$ cat config.mk
export PLATFORM = sky130hd
export DESIGN_NAME = ip_fp_to_int
export DESIGN_NICKNAME = d
export VERILOG_FILES = /design/src/rtl/ip_fp_pkg.sv /design/src/rtl/ip_fp_unpack.sv /design/src/rtl/ip_fp_to_int.sv
export SDC_FILE = /design/constraint.sdc
export NUM_CORES = 1
export LEC_CHECK = 0
export ABC_CLOCK_PERIOD_IN_PS = 3960
export BUFFER_PORTS_ARGS = -buffer_cell sky130_fd_sc_hd__buf_4
export CAP_MARGIN = 10
export CORE_ASPECT_RATIO = 1.2
export CORE_MARGIN = 10
export CORE_UTILIZATION = 35
export DETAILED_ROUTE_END_ITERATION = 10
export GPL_TIMING_DRIVEN = 0
export SYNTH_ARGS = -nofsm -noshare
export SYNTH_HDL_FRONTEND = slang
export SYNTH_SLANG_ARGS = --single-unit
export TNS_END_PERCENT = 1
$ cat constraint.sdc
create_clock -name clk -period 3.96 [get_ports clk]
set_clock_uncertainty 0.05 [all_clocks]
set_input_delay 0.198 -clock clk [delete_from_list [all_inputs] [get_ports clk]]
set_output_delay 0.198 -clock clk [all_outputs]
set_load 0.02 [all_outputs]
$ cat src/rtl/ip_fp_pkg.sv
// Shared types and constants for the packed-float datapath: format defaults, rounding modes,
// status bit positions and the float-to-int converter state encoding.
package ip_fp_pkg;

    localparam int unsigned DEF_EXP  = 5;
    localparam int unsigned DEF_FRAC = 10;
    localparam int unsigned DEF_BIAS = 15;
    localparam int unsigned DEF_INT  = 16;

    localparam logic [2:0] RND_RNE = 3'd0;
    localparam logic [2:0] RND_RTZ = 3'd1;
    localparam logic [2:0] RND_RUP = 3'd2;
    localparam logic [2:0] RND_RDN = 3'd3;

    localparam int unsigned ST_INVALID  = 0;
    localparam int unsigned ST_OVERFLOW = 1;
    localparam int unsigned ST_INEXACT  = 2;
    localparam int unsigned ST_ZERO     = 3;

    typedef enum logic [1:0] {StIdle, StShift, StRound, StOut} state_e;

    // Increment decision on a magnitude; unlisted encodings fall back to RND_RNE.
    function automatic logic round_up(input logic [2:0] mode, input logic sign, input logic g,
                                      input logic r, input logic lsb);
        case (mode)
            RND_RTZ: return 1'b0;
            RND_RUP: return (g | r) & ~sign;
            RND_RDN: return (g | r) & sign;
            default: return g & (r | lsb);
        endcase
    endfunction

endpackage

$ cat src/rtl/ip_fp_unpack.sv
// Combinational split of a packed float into sign/fraction, class flags and unbiased exponent.
module ip_fp_unpack
    import ip_fp_pkg::*;
#(
    parameter int unsigned P_EXP  = DEF_EXP,
    parameter int unsigned P_FRAC = DEF_FRAC,
    parameter int unsigned P_BIAS = DEF_BIAS,
    parameter int unsigned P_WORD = 1 + P_EXP + P_FRAC
) (
    input  logic [P_WORD-1:0]       word_i,
    output logic                    sign_o,
    output logic [P_FRAC-1:0]       frac_o,
    output logic                    is_nan_o,
    output logic                    is_inf_o,
    output logic                    is_zero_o,
    output logic                    is_denorm_o,
    output logic signed [P_EXP+1:0] unb_exp_o
);
    logic [P_EXP-1:0] exp_f;

    assign sign_o      = word_i[P_WORD-1];
    assign exp_f       = word_i[P_FRAC +: P_EXP];
    assign frac_o      = word_i[P_FRAC-1:0];
    assign is_nan_o    = (&exp_f) & (|frac_o);
    assign is_inf_o    = (&exp_f) & ~(|frac_o);
    assign is_zero_o   = ~(|exp_f) & ~(|frac_o);
    assign is_denorm_o = ~(|exp_f) & (|frac_o);
    assign unb_exp_o   = $signed({2'b00, exp_f}) - $signed((P_EXP+2)'(P_BIAS));

endmodule

$ cat src/rtl/ip_fp_to_int.sv
// Sequential float-to-signed-integer converter: one-bit-per-cycle alignment, then round,
// saturate and report status on a valid/ready stream.
module ip_fp_to_int
    import ip_fp_pkg::*;
#(
    parameter int unsigned P_EXP  = DEF_EXP,
    parameter int unsigned P_FRAC = DEF_FRAC,
    parameter int unsigned P_BIAS = DEF_BIAS,
    parameter int unsigned P_WORD = 1 + P_EXP + P_FRAC,
    parameter int unsigned P_INT  = DEF_INT
) (
    input  logic              clk,
    input  logic              rst_n,
    input  logic              in_valid,
    output logic              in_ready,
    input  logic [P_WORD-1:0] in_data,
    input  logic [2:0]        rnd,
    output logic              out_valid,
    input  logic              out_ready,
    output logic [P_INT-1:0]  out_int,
    output logic [7:0]        out_status
);
    localparam int unsigned AccW = P_INT + P_FRAC + 2;
    localparam int unsigned CntW = $clog2(P_INT + 1);
    localparam logic [P_INT-1:0] IntMax    = {1'b0, {(P_INT-1){1'b1}}};
    localparam logic [P_INT-1:0] IntMin    = {1'b1, {(P_INT-1){1'b0}}};
    localparam logic [P_INT:0]   MagMaxPos = {2'b00, {(P_INT-1){1'b1}}};
    localparam logic [P_INT:0]   MagMaxNeg = {2'b01, {(P_INT-1){1'b0}}};

    logic                    sign, is_nan, is_inf, is_zero, is_denorm;
    logic [P_FRAC-1:0]       frac;
    logic signed [P_EXP+1:0] unb_exp;
    int                      k;

    ip_fp_unpack #(
        .P_EXP  (P_EXP),
        .P_FRAC (P_FRAC),
        .P_BIAS (P_BIAS),
        .P_WORD (P_WORD)
    ) u_unpack (
        .word_i      (in_data),
        .sign_o      (sign),
        .frac_o      (frac),
        .is_nan_o    (is_nan),
        .is_inf_o    (is_inf),
        .is_zero_o   (is_zero),
        .is_denorm_o (is_denorm),
        .unb_exp_o   (unb_exp)
    );

    assign k = int'(unb_exp);

    state_e            state_q, state_d;
    logic              sign_q, sign_d;
    logic [2:0]        rnd_q, rnd_d;
    logic              right_q, right_d;
    logic              sticky_q, sticky_d;
    logic [CntW-1:0]   cnt_q, cnt_d;
    logic [AccW-1:0]   acc_q, acc_d;
    logic [P_INT-1:0]  out_int_q, out_int_d;
    logic [7:0]        out_status_q, out_status_d;

    logic              g, r, up, ovf, tiny_nz;
    logic [P_INT:0]    int_f, mag;
    logic [P_INT-1:0]  rnd_res, tiny_res;

    // Rounding of the aligned accumulator {integer field, fraction field}.
    always_comb begin
        int_f   = acc_q[AccW-1 -: P_INT+1];
        g       = acc_q[P_FRAC];
        r       = (|acc_q[P_FRAC-1:0]) | sticky_q;
        up      = round_up(rnd_q, sign_q, g, r, int_f[0]);
        mag     = int_f + {{P_INT{1'b0}}, up};
        ovf     = sign_q ? (mag > MagMaxNeg) : (mag > MagMaxPos);
        rnd_res = sign_q ? (~mag[P_INT-1:0] + {{(P_INT-1){1'b0}}, 1'b1}) : mag[P_INT-1:0];
    end

    // Magnitudes below one half only move away from zero under a directed mode.
    always_comb begin
        tiny_nz = ~is_zero;
        if (tiny_nz && rnd == RND_RUP && !sign) begin
            tiny_res = {{(P_INT-1){1'b0}}, 1'b1};
        end else if (tiny_nz && rnd == RND_RDN && sign) begin
            tiny_res = '1;
        end else begin
            tiny_res = '0;
        end
    end

    always_comb begin
        state_d      = state_q;
        sign_d       = sign_q;
        rnd_d        = rnd_q;
        right_d      = right_q;
        sticky_d     = sticky_q;
        cnt_d        = cnt_q;
        acc_d        = acc_q;
        out_int_d    = out_int_q;
        out_status_d = out_status_q;
        in_ready     = (state_q == StIdle);
        out_valid    = (state_q == StOut);

        case (state_q)
            StIdle: begin
                if (in_valid) begin
                    sign_d       = sign;
                    rnd_d        = rnd;
                    sticky_d     = 1'b0;
                    right_d      = (k == -1);
                    out_status_d = '0;
                    state_d      = StOut;
                    if (is_nan) begin
                        out_int_d                = IntMax;
                        out_status_d[ST_INVALID] = 1'b1;
                    end else if (is_inf) begin
                        out_int_d                = sign ? IntMin : IntMax;
                        out_status_d[ST_INVALID] = 1'b1;
                    end else if (is_zero || is_denorm || k < -1) begin
                        out_int_d                = tiny_res;
                        out_status_d[ST_INEXACT] = tiny_nz;
                        out_status_d[ST_ZERO]    = (tiny_res == '0);
                    end else if (k >= int'(P_INT)) begin
                        out_int_d                 = sign ? IntMin : IntMax;
                        out_status_d[ST_OVERFLOW] = 1'b1;
                    end else begin
                        acc_d   = {{P_INT{1'b0}}, 1'b1, frac, 1'b0};
                        cnt_d   = (k < 0) ? CntW'(1) : CntW'(k);
                        state_d = (k == 0) ? StRound : StShift;
                    end
                end
            end
            StShift: begin
                acc_d    = right_q ? (acc_q >> 1) : (acc_q << 1);
                sticky_d = sticky_q | (right_q & acc_q[0]);
                cnt_d    = cnt_q - CntW'(1);
                if (cnt_q == CntW'(1)) begin
                    state_d = StRound;
                end
            end
            StRound: begin
                out_status_d = '0;
                if (ovf) begin
                    out_int_d                 = sign_q ? IntMin : IntMax;
                    out_status_d[ST_OVERFLOW] = 1'b1;
                end else begin
                    out_int_d                = rnd_res;
                    out_status_d[ST_INEXACT] = g | r;
                    out_status_d[ST_ZERO]    = (rnd_res == '0);
                end
                state_d = StOut;
            end
            StOut: begin
                if (out_ready) begin
                    state_d = StIdle;
                end
            end
            default: state_d = StIdle;
        endcase
    end

    always_ff @(posedge clk) begin
        if (!rst_n) begin
            state_q      <= StIdle;
            sign_q       <= 1'b0;
            rnd_q        <= '0;
            right_q      <= 1'b0;
            sticky_q     <= 1'b0;
            cnt_q        <= '0;
            acc_q        <= '0;
            out_int_q    <= '0;
            out_status_q <= '0;
        end else begin
            state_q      <= state_d;
            sign_q       <= sign_d;
            rnd_q        <= rnd_d;
            right_q      <= right_d;
            sticky_q     <= sticky_d;
            cnt_q        <= cnt_d;
            acc_q        <= acc_d;
            out_int_q    <= out_int_d;
            out_status_q <= out_status_d;
        end
    end

    assign out_int    = out_int_q;
    assign out_status = out_status_q;

endmodule

## After elaboration in Yosys (flattened, before gate mapping)

Index checks and enable logic that the tools add are counted.

| cells by class | value |
|---|---|
| add/subtract/negate cells | 4 |
| magnitude comparators | 5 |
| equal/unequal tests | 18 |
| muxes and demuxes | 50 |
| bitwise logic cells | 17 |
| reduce and logical (&&, ||, !) cells | 23 |

Operators with widths:

| kind | number |
|---|---|
| 2-to-1 mux 16 bit | 11 |
| 2-to-1 mux 28 bit | 6 |
| one-hot mux 28 bit (2 select lines) | 1 |
| logical NOT 16 bit | 2 |
| logical NOT 32 bit | 1 |
| one-hot mux 16 bit (2 select lines) | 1 |
| 2-to-1 mux 5 bit | 6 |
| 2-to-1 mux 2 bit | 10 |
| OR reduction 10 bit | 2 |
| adder 17 x 1 -> 17 bit | 1 |
| greater-than comparator 17 x 15 -> 1 bit (second input constant) | 1 |
| greater-than comparator 17 x 16 -> 1 bit (second input constant) | 1 |
| adder 16 x 1 -> 16 bit (second input constant) | 1 |
| inverter 16 bit | 1 |
| one-hot mux 8 bit (2 select lines) | 1 |
| equality test 3 x 2 -> 1 bit (second input constant) | 4 |
| less-than comparator 6 x 1 -> 1 bit (second input constant) | 2 |
| != test 2 bit (second input constant) | 6 |
| one-hot mux 5 bit (2 select lines) | 1 |
| AND 1 bit | 8 |
| 2-to-1 mux 8 bit | 1 |
| one-hot mux 2 bit (4 select lines) | 1 |
| 2-to-1 mux 1 bit | 7 |
| equality test 6 x 1 -> 1 bit (second input constant) | 1 |
| 24 further kinds | 40 |

| storage, ports and cells | value |
|---|---|
| bits in registers | 65 |
| input bits | 23 |
| output and inout port bits | 26 |
| logic and storage cells | 126 |

## Logic depth before layout (Yosys ltp)

| depth | value |
|---|---|
| word-level depth | 14 |
| mapped depth | 19 |

## By module

Synthesis repeated with hierarchy kept, for this count alone.

| unflattened totals | value |
|---|---|
| cell total of the unflattened synthesis | 647 |
| area, all modules | 4805.9 sq um |

Modules (own cells, without submodules):

| module | times used | cells an instance | area each (sq um) | seq. area each (sq um) |
|---|---|---|---|---|
| ip_fp_to_int | 1 | 615 | 4566.9 | 1221.2 |
| ip_fp_unpack | 1 | 32 | 239.0 | 0.0 |

## Least setup slack after synthesis

No wires, ideal clock.

| timing path | value |
|---|---|
| path kind | register to register |
| start | register sign_q |
| end | register out_status_q[3] (netlist: out_status[3]) |
| library setup time | 0.083 ns |
| arrival | 4.093 ns |
| slack | -0.266 ns |
| cell stages (with the launch flop) | 20 |
| buffers on the path | 4 |
| period minus slack after synthesis | 4.226 ns |
| cell sequence | dfxtp_1 clkbuf_1 clkbuf_1 clkbuf_1 xnor2_1 a41oi_1 a21oi_1 ha_1 ha_1 inv_1 ha_1 nand3_1 a21oi_2 a2bb2o_4 a21oi_4 a311o_1 buf_4 nand3_2 or4_4 o31ai_4 |

| on the way | value |
|---|---|
| word-level cells in the longest chain between the ends | 10 |
| elaborated cells between the ends (all ways) | 14 |
| classes of those cells | add/sub (2); order compare (2); mux (5); bitwise (4); reduce/logical (1) |

RTL lines:

| item | RTL line | RTL |
|---|---|---|
| from (decl) | ip_fp_to_int.sv:54 | `logic sign_q, sign_d;` |
| from (signal assigned) | ip_fp_to_int.sv:174 | `sign_q <= sign_d;` |
| inverter 1 bit | ip_fp_pkg.sv:27 | `RND_RUP: return (g \| r) & ~sign;` |
| AND 1 bit | ip_fp_pkg.sv:27 |  |
| one-hot mux 1 bit (3 select lines) | ip_fp_pkg.sv:25 | `case (mode)` |
| adder 17 x 1 -> 17 bit | ip_fp_to_int.sv:73 | `mag = int_f + {{P_INT{1'b0}}, up};` |
| inverter 16 bit | ip_fp_to_int.sv:75 | `rnd_res = sign_q ? (~mag[P_INT-1:0] + {{(P_INT-1){1'b0}}, 1'b1}) : mag[P_INT-1:0];` |
| adder 16 x 1 -> 16 bit | ip_fp_to_int.sv:75 |  |
| 2-to-1 mux 16 bit | ip_fp_to_int.sv:75 |  |
| logical NOT 16 bit | ip_fp_to_int.sv:148 | `out_status_d[ST_ZERO] = (rnd_res == '0);` |
| 2-to-1 mux 2 bit * | ip_fp_to_int.sv:142 | `if (ovf) begin` |
| one-hot mux 8 bit (2 select lines) * | ip_fp_to_int.sv:103 | `case (state_q)` |
| to (signal assigned) | ip_fp_to_int.sv:181 | `out_status_q <= out_status_d;` |
| to (decl) | ip_fp_to_int.sv:61 | `logic [7:0] out_status_q, out_status_d;` |

Every way passes the cells marked *; elsewhere a longest branch is shown, timed or not.
A chain may end at the register's enable or synchronous reset.

## Final worst setup path

| timing path | value |
|---|---|
| start | register sign_q |
| end | register out_status_q[2] (netlist: out_status[2]) |

| on the way | value |
|---|---|
| word-level cells in the longest chain between the ends | 8 |
| elaborated cells between the ends (all ways) | 10 |
| classes of those cells | add/sub (1); order compare (2); mux (4); bitwise (3) |

RTL lines:

| item | RTL line | RTL |
|---|---|---|
| inverter 1 bit | ip_fp_pkg.sv:27 |  |
| AND 1 bit | ip_fp_pkg.sv:27 |  |
| one-hot mux 1 bit (3 select lines) | ip_fp_pkg.sv:25 |  |
| adder 17 x 1 -> 17 bit | ip_fp_to_int.sv:73 |  |
| greater-than comparator 17 x 15 -> 1 bit or greater-than comparator 17 x 16 -> 1 bit (tied branches) | ip_fp_to_int.sv:74 | `ovf = sign_q ? (mag > MagMaxNeg) : (mag > MagMaxPos);` |
| 2-to-1 mux 1 bit * | ip_fp_to_int.sv:74 |  |
| 2-to-1 mux 2 bit * | ip_fp_to_int.sv:142 |  |
| one-hot mux 8 bit (2 select lines) * | ip_fp_to_int.sv:103 |  |

Marked as above.

==> reports/metrics.yaml <==
outcome: "complete, no violations"
firstDrtPassIters: 5
drc_errors: 0
numCtsBuffers: 9
synth-edff-count: 0
ys_dominant_reg_cell: "dfxtp_1"
synth.ff_latch_count: 61
place.gp.congestion: 0.935
rows: 47
grt_pass1_wl_mm: 24.4
grt_pass1_vias: 4781
placed_area_um2: 5410
gr-usage-met3: 0.0252
grt_max_degree: 12
dr.first_iter.drc_count: 266
reg2reg_depth: 16
slew_headroom: 0.436
setup-violations-final: 0
gr-total-overflow: 0
whs_path_depth: 3
finalCriticalPeriod_ps: 3820
via_count: 4881
ys.warnings.count: 0
nets: 740
dieArea_um2: 19000
slew_violations: 0
cap_violations: 0
async_flop_share: 0
dp.cells: 848
slowest_stage: "or4_4"
pwr_density_cell_nw_per_um2: 537
ant_nets: 0
p_leak_nw: 2.27
die_w_um: 127
worstPathRequired_ps: 4080
fin_util: 0.439
clock_path_buffers: 2
h-tree-depth: 3
antenna_cells: 0
fp.dieH_um: 149
insertion_delay_ps: 330
grt_util_met1: 0.184
io_buffer_count: 44
start_util: 0.354
use_met2: 0.274
cp_slowest_stage_delay_ps: 620
crit_path_end_kind: "register"
antenna_found_initial: 0
syn_avg_cell_area_um2: 7.70
clock_sinks: 61
grt_most_used_layer: "met2"
synthToLayoutAreaGrowth_pct: 24.0
worstSetupPathType: "reg2reg"
worstMarginPinSlew_ps: 838
tritoncts: "yes"
clk_pin_slew_worst_paths_ps: 50
fillers: 1380
synthCells: 630
wl_per_cell_um: 16.8
arrival_ps: 3940
hp-class: "in2reg"
viasPerCell: 5.55
peakVddDrop_v: 0.000397
netlist_area_um2: 4850
cp_max_fo: 10
whs_endpoint: "rnd_q[1]"
synth-seq-area-share: 0.252
reg2reg_from: "sign_q"
regToRegEndpoint: "out_status[2]"
crit_buf_inv: 3
grt_util_all_layers: 0.155
fin_area_um2: 6010
hpwl_mm: 11.2
ioPinCount: 49
ff2ff_setup_slack_ps: 140
core_um2: 13700
final_hold_viol_count: 0
drive_above_1_share: 0.206
cts_root_buf: "clkbuf_16"
start_kind: "register"
instances_no_fill: 879
crit_path_cell_trace: "buf_6, buf_8, buf_8, xnor2_4, a41oi_1, a21oi_1, ha_2, ha_4, nand4_4, or4_4, xnor2_4, or4_4, o22a_4, nand3_4, o21bai_1, a31oi_1"
yosysUniqueCellTypes: 72
max_freq_ghz: 0.262
power_mw: 3.23
min_from: "rnd[1]"
fin_crit_sh: 0.964
path_delay_family: "simple AND/OR/NAND/NOR gates"
wl_mm: 14.8
## cell usage after synthesis, drive strengths merged (2+ instances only)
cell type   n  area share
a211o       3      0.0054
a211oi      5      0.0077
a21boi     35       0.054
a21o        2      0.0031
a21oi      31       0.036
a311oi      2      0.0036
a31oi      11       0.014
a32oi       3      0.0054
a41oi       2      0.0036
and2        6      0.0077
and3       11       0.014
buf        20       0.026
clkbuf     33       0.026
dfxtp      61        0.25
ha         14       0.036
inv        23       0.018
mux2       11       0.026
mux2i      17       0.035
nand2      86       0.068
nand2b      4      0.0052
nand3      33       0.040
nand4       8       0.013
nor2       36       0.028
nor2b       4      0.0052
nor3       21       0.023
nor3b       3      0.0046
nor4       10       0.019
o2111ai     4      0.0072
o211a       3      0.0062
o211ai     13       0.020
o21ai      37       0.038
o221ai      2      0.0036
o22a        2      0.0054
o22ai       4      0.0064
o31a        2      0.0036
o31ai       4      0.0090
o32ai       2      0.0036
or2         4      0.0052
or4         5       0.011
xnor2      30       0.059
xor2       10       0.018
## layout by cell type, fill, tap and decap left out, drive strengths merged, types with 13 or more instances in the layout
master   n
nand3   33
xnor2   30
a21boi  35
o21ai   37
clkbuf  40
a21oi   31
ha      14
dfxtp   61
nor3    21
mux2i   17
inv     23
nand2   86
nor2    36
buf     82
o211ai  13
## per-layer routing
metal,up-vias,wire [um]
met5,-,0
met3,27,680
met1,2313,6200
met4,0,319
li1,2407,-
met2,134,7600
## how the worst max path moves through the flow
stage | cells past startpoint | endpoint | slack (ps) | from
detailed placement | 19 | out_status[3] | -560 | sign_q
global route | 16 | out_status[3] | -20 | acc_q[0]
finish | 16 | out_status[2] | 140 | sign_q
global placement | 19 | out_status[3] | -550 | sign_q
floorplan | 19 | out_status[3] | 60 | sign_q
CTS | 19 | out_status[3] | 20 | sign_q
## worst min-delay path, delay by kind of cell
family / cells / cell delay (ps)
AO/OA/AOI/OAI: 1 / 60
AND/OR/NAND/NOR: 1 / 50
buffers and inverters: 1 / 110
## stage by stage
step                TNS, ps  worst slack, ps  hold slack, ps
global placement      -6080             -547             412
CTS                       0             15.9            87.4
floorplan                 0             64.7             293
detailed placement    -7240             -555             417
finish                    0              142            91.3
global route          -17.6            -17.6            96.8
## report_power, final
part	leakage, nW	switching (mW)	internal, mW
clock	0.163	0.293	0.614
sequential	0.497	0.0980	0.739
combinational	1.61	0.902	0.584
## sequential cells by signal (all words and copies together), names as in the netlist
register    cells
sticky_q        1
acc_q          28
rnd_q           3
cnt_q           5
out_status      4
sign_q          1
out_int        16
state_q         2
right_q         1
## repair_timing
item	4_1_cts	5_1_grt
endpoints found under the setup margin	19	19
gates cloned	0	0
pin swaps	1	8
hold buffers	0	0
buffers inserted	4	11
resized for setup	16	14
## cell families (layout without fill, tap and decap cells)
logic type,after synthesis,count (layout),synth area share
multiplexers,28,28,0.0606
AND/OR/NAND/NOR,234,234,0.249
AO/OA/AOI/OAI,176,176,0.256
XOR/XNOR,40,40,0.0769
adder cells (fa/ha/maj),14,14,0.0361
other,1,4,0.000773
flip-flops,61,61,0.252
buffers and inverters,76,151,0.0691
## area by class of cell
class                      instances  area [um^2]  area share
buffer                            53          289      0.0481
timing repair buffer              59          443      0.0737
tap                              171          214      0.0356
multi-input combinational        496         3420       0.568
clock inverter                     6          111      0.0185
clock buffer                      10          229      0.0381
inverter                          23         88.8      0.0148
sequential                        61         1220       0.203
Note: power is estimated with default switching activity, not from simulation.
